==> src/rtl/evo_xb_pin_in.sv <==
// Input conditioning for one GPIO port: 2-flop synchronizer, optional per-pin
// glitch filter, edge pulses and sticky interrupt flags, fanned out to MUX_WIDTH consumers.
module evo_xb_pin_in #(
    parameter int PORT_DWIDTH = 8,
    parameter int MUX_WIDTH   = 1,
    parameter int FILT_BITS   = 4
) (
    input  logic                             clk,
    input  logic                             reset,
    input  logic [PORT_DWIDTH-1:0]           pin_i,
    input  logic [PORT_DWIDTH-1:0]           filt_en_i,
    input  logic [FILT_BITS-1:0]             filt_len_i,
    input  logic [PORT_DWIDTH*MUX_WIDTH-1:0] sel_i,
    input  logic [PORT_DWIDTH-1:0]           rise_en_i,
    input  logic [PORT_DWIDTH-1:0]           fall_en_i,
    input  logic [PORT_DWIDTH-1:0]           irq_clr_i,
    output logic [PORT_DWIDTH*MUX_WIDTH-1:0] port_in_o,
    output logic [PORT_DWIDTH*MUX_WIDTH-1:0] port_rise_o,
    output logic [PORT_DWIDTH*MUX_WIDTH-1:0] port_fall_o,
    output logic [PORT_DWIDTH-1:0]           irq_flag_o,
    output logic                             irq_o
);

    localparam int W = PORT_DWIDTH;
    localparam logic [FILT_BITS-1:0] CNT_ZERO = {FILT_BITS{1'b0}};
    localparam logic [FILT_BITS-1:0] CNT_ONE  = FILT_BITS'(1'b1);
    localparam logic [1:0]           START_DONE = 2'd3;

    logic [W-1:0] s1_q, s1_d;
    logic [W-1:0] s2_q, s2_d;
    logic [W-1:0] st_q, st_d;
    logic [W-1:0] rq_q, rq_d;
    logic [W-1:0] fq_q, fq_d;
    logic [W-1:0] flg_q, flg_d;
    logic [W-1:0][FILT_BITS-1:0] cnt_q, cnt_d;
    logic [1:0]   start_q, start_d;
    logic         start_done_s;

    // Next-state: startup counter, synchronizer, filter and edge/flag logic
    always_comb begin
        start_done_s = (start_q == START_DONE);
        if (start_done_s) begin
            start_d = start_q;
        end else begin
            start_d = start_q + 2'd1;
        end
        s1_d = pin_i;
        s2_d = s1_q;
        st_d = st_q;
        cnt_d = cnt_q;
        for (int p = 0; p < W; p++) begin
            // During startup st tracks s2 directly so a pin high through reset never looks like an edge
            if (!start_done_s || !filt_en_i[p]) begin
                st_d[p]  = s2_q[p];
                cnt_d[p] = CNT_ZERO;
            end else if (s2_q[p] == st_q[p]) begin
                cnt_d[p] = CNT_ZERO;
            end else if (cnt_q[p] >= filt_len_i) begin
                st_d[p]  = s2_q[p];
                cnt_d[p] = CNT_ZERO;
            end else begin
                cnt_d[p] = cnt_q[p] + CNT_ONE;
            end
        end
        if (start_done_s) begin
            rq_d = st_d & ~st_q;
            fq_d = ~st_d & st_q;
        end else begin
            rq_d = {W{1'b0}};
            fq_d = {W{1'b0}};
        end
        flg_d = (flg_q & ~irq_clr_i) | (rq_d & rise_en_i) | (fq_d & fall_en_i);
    end

    // State registers with synchronous reset
    always_ff @(posedge clk) begin
        if (reset) begin
            s1_q    <= {W{1'b0}};
            s2_q    <= {W{1'b0}};
            st_q    <= {W{1'b0}};
            rq_q    <= {W{1'b0}};
            fq_q    <= {W{1'b0}};
            flg_q   <= {W{1'b0}};
            cnt_q   <= {W{CNT_ZERO}};
            start_q <= 2'd0;
        end else begin
            s1_q    <= s1_d;
            s2_q    <= s2_d;
            st_q    <= st_d;
            rq_q    <= rq_d;
            fq_q    <= fq_d;
            flg_q   <= flg_d;
            cnt_q   <= cnt_d;
            start_q <= start_d;
        end
    end

    // Per-slot delivery; sel_i gates the registered values combinationally
    always_comb begin
        port_in_o   = {(W*MUX_WIDTH){1'b0}};
        port_rise_o = {(W*MUX_WIDTH){1'b0}};
        port_fall_o = {(W*MUX_WIDTH){1'b0}};
        for (int m = 0; m < MUX_WIDTH; m++) begin
            port_in_o[m*W +: W]   = st_q & sel_i[m*W +: W];
            port_rise_o[m*W +: W] = rq_q & sel_i[m*W +: W];
            port_fall_o[m*W +: W] = fq_q & sel_i[m*W +: W];
        end
    end

    assign irq_flag_o = flg_q;
    assign irq_o      = |flg_q;

endmodule
==> config.mk <==
export PLATFORM = sky130hd
export DESIGN_NAME = evo_xb_pin_in
export DESIGN_NICKNAME = d
export VERILOG_FILES = /design/src/rtl/evo_xb_pin_in.sv
export SDC_FILE = /design/constraint.sdc
export NUM_CORES = 1
export LEC_CHECK = 0
export CORE_UTILIZATION = 40
export DETAILED_ROUTE_END_ITERATION = 16
export MAX_ROUTING_LAYER = met4
export PLACE_DENSITY_LB_ADDON = 0.12
export SETUP_SLACK_MARGIN = 0.15
export SLEW_MARGIN = 20
export SYNTH_ARGS = -nofsm -noshare
export SYNTH_HDL_FRONTEND = slang
export SYNTH_SLANG_ARGS = --single-unit
export TNS_END_PERCENT = 10
==> constraint.sdc <==
create_clock -name clk -period 1.8 [get_ports clk]
set_input_delay 0.18 -clock clk [delete_from_list [all_inputs] [get_ports clk]]
set_output_delay 0.18 -clock clk [all_outputs]
set_load 0.01 [all_outputs]
==> out/qor.csv <==
stage,metric,value,unit
status,status,"complete, no violations",
finish,Final #Nets,611,
finish,FF/Latch Area,0.001644,mm2
logic_synthesis,Ys Warns,0,
logic_synthesis,Synth Area per Inst,9.445,um2
sta,Final min period,1625,ps
critical_path,Critical Path AT,1440,ps
die,core area,0.009328,mm2
sta,RSZ-0062 raised after global routing,true,
clock_tree,total CTS buffers,9,
sta,final period utilization,0.9026,
logic_synthesis,synthesis-stage register bit count,82,
finish,Antenna Cells,0,
pwr,PwrDens,682.0,mW/mm2
critical_path,worst stage delay on the critical path,530,ps
critical_path,WP buf/inv,2,
logic_synthesis,Synth Instances,412,
critical_path,worst-path cell chain,"buf_4, clkdlybuf4s50_1",
critical_path,CP Launch Type,flop,
finish,Final Instance Area,0.005274,mm2
placement,Post-DP Area,0.004995,mm2
sta,Slew headroom,0.7949,
clock_tree,CTS H-tree lvls,3,
sta,# setup viols final,0,
placement,hpwl dp,6415,um
sta,WHS,188.4,ps
logic_synthesis,synthesized cell area,0.003891,mm2
die,die height,100.6,um
sta,Hold Fails Final Rpt,0,
global_route,initial antenna violation count,0,
critical_path,WP data required,1620,ps
logic_synthesis,"Net Count, Synth",507,
run,max capacitance violation total,0,
route,DRC Markers,0,
sta,Worst Tran Pin Value,307.6,ps
placement,Post-Place Worst Slack,-283.9,ps
critical_path,critical path peak fanout,2,
min_path,Hold Path Class,input port to flop,
global_route,largest net degree at the start of global routing,21,
clock_tree,Clock transition at path regs,80,ps
global_route,GRT Overall Usage,0.1858,
finish,share of post-route cells with drive strength above 1,0.1154,
pwr,VDD IR max,0.0004632,V
global_route,vias in the first global route,3022,
die,initial core utilization,0.4172,
logic_synthesis,"count leader, synth",dfxtp_1,
sta,clk_skew,9.175,ps
global_route,global-route wire length before repair,14020,um
die,# rows,35,
route,Starting DRT DRC Count,61,
logic_synthesis,Post-synth top flop,dfxtp_1,
sta,Peak Freq,615.5,MHz
finish,Finished Layout Cells,649,
route,Vias,3062,
clock_tree,Clock Latency Late Sink,350,ps
logic_synthesis,top area cells in the synthesized netlist,"dfxtp_1 42%, ha_1 13%, nand2b_1 4.7%, and2_1 3.9%, nor2_1 3.9%",
logic_synthesis,post-synth top area share,0.4219,
route,drt total wl,8642,um
finish,area occupied by multi-input gates,0.002165,mm2
die,I/O pin count,87,
critical_path,slowest CP cell,clkdlybuf4s50_1,
placement,cell total after placement,632,
critical_path,crit end category,output port,
route,Avg Vias per Cell,4.718,
pwr,overall power,3.597,mW
logic_synthesis,Yosys cell types,34,
logic_synthesis,number of synthesized flops with an enable pin,0,
global_route,total congestion overflow,0,
clock_tree,CTS root buffer,clkbuf_8,
route,TritonRoute pass-1 iters,4,
clock_tree,clock tree buffer depth,2,
critical_path,CP top delay family,buffers and inverters,
critical_path,critical path type,flop to output port,
logic_synthesis,sequential cell area fraction in the yosys report,0.4219,
logic_synthesis,Async SR Flop Fraction,0,
sta,count of pins over their slew limit,0,
logic_synthesis,top post-synthesis cells by count,"82 x dfxtp_1, 41 x ha_1, 40 x nor2_1, 29 x nand2b_1, 27 x inv_1",
finish,Area Overhead vs Synth,35.53,%
pwr,leak pwr,2.122,nW
clock_tree,CTS tree,yes,
route,drt wl/cell,13.32,um
die,Die ar.,0.01013,mm2
route,DRT antenna net count,0,
placement,IO buf count,86,
clock_tree,CTS Sinks,82,
placement,routability cong.,0.7526,
sta,Final WS setup,175.3,ps
die,die width,100.6,um
finish,Fill cells,871,
logic_synthesis,Synth area leader,dfxtp_1,
## metal layers
layer | vias up | wire length [um] | track usage
li1 | 1605 | - | -
met1 | 1387 | 4189 | 0.2286
met2 | 60 | 4071 | 0.2993
met3 | 10 | 288 | 0.04577
met4 | 0 | 91 | 0.06020
met5 | - | 0 | -
## registers in the layout, summed over array words and instances, names as in the netlist
name,flops
rq_q,8
start_q,2
s2_q,8
st_q,8
s1_q,8
irq_flag_o,8
fq_q,8
cnt_q,32
## path summary, 6_finish.rpt
path / slack (ps) / cells past startpoint / endpoint / start
worst min register to register: 440 / 1 / cnt_q[20] / cnt_q[20]
worst min-delay path: 190 / 2 / s1_q[3] / reset
worst max-delay path: 180 / 2 / irq_flag_o[4] / irq_flag_o[4]
worst max register to register: 220 / 6 / cnt_q[21] / cnt_q[20]
## cells in the final DEF, fill, tap and decap left out, types with 3 or more instances in the layout
cell type        instances
dfxtp_1                 80
xor2_1                   9
ha_1                    39
o22a_1                   7
and2_4                   3
nor3_1                  16
nor2_1                  40
buf_4                   12
clkdlybuf4s50_1         83
clkbuf_8                 9
o2111ai_2                3
and2_1                  24
nand3_1                  9
inv_1                   24
a211oi_2                 8
nand3b_1                 5
nand4b_1                 3
and3_1                   8
o31ai_1                  8
nand2b_1                29
nand2_1                 17
xnor2_1                  8
buf_12                   3
nor2b_1                 16
o211ai_1                 5
and2b_2                  4
mux2i_1                  6
a21oi_1                 12
or3b_1                   3
## through the flow
stage,setup TNS [ps],util
floorplan,0,-
global placement,-8866,0.5355
detailed placement,-10880,0.5355
CTS,0,0.5595
global route,0,0.5654
finish,0,0.5654
## worst reg2reg max path, delay by kind of cell (launching register included)
kind	cells	cell delay (ps)
fa+ha+maj	1	250
compound gates	1	120
buf+inv	1	50
simple gates	3	740
flops	1	360
## cell type report
type | count | share of cell area
Tap cell | 129 | 0.03061
Multi-Input combinational cell | 294 | 0.4104
Sequential cell | 82 | 0.3117
Clock buffer | 10 | 0.02420
Inverter | 27 | 0.01993
Clock inverter | 5 | 0.01068
Timing Repair Buffer | 102 | 0.1924
## cells by family (layout without fill, tap and decap cells)
kind of cell / count (synthesis) / count (layout) / synth area share
compound gates: 47 / 47 / 0.09647
xor+xnor: 17 / 17 / 0.03827
fa+ha+maj: 41 / 41 / 0.1318
buf+inv: 36 / 144 / 0.03730
flops: 82 / 82 / 0.4219
mux: 6 / 6 / 0.01543
simple gates: 183 / 183 / 0.2588
## power by group
part           internal [mW]  leakage (nW)  total (mW)  switching (mW)
sequential              1.85         0.666        1.87          0.0230
clock                  0.632        0.0921        1.29           0.656
combinational          0.248          1.36       0.437           0.189
## what timing repair did
action / CTS / global route
resized for setup: 6 / 13
setup buffers: 1 / 1
pin swaps: 2 / 2
endpoints found under the setup margin: 20 / 48
hold buffers: 0 / 0
gates cloned: 0 / 0
Note: power is estimated with default switching activity, not from simulation.
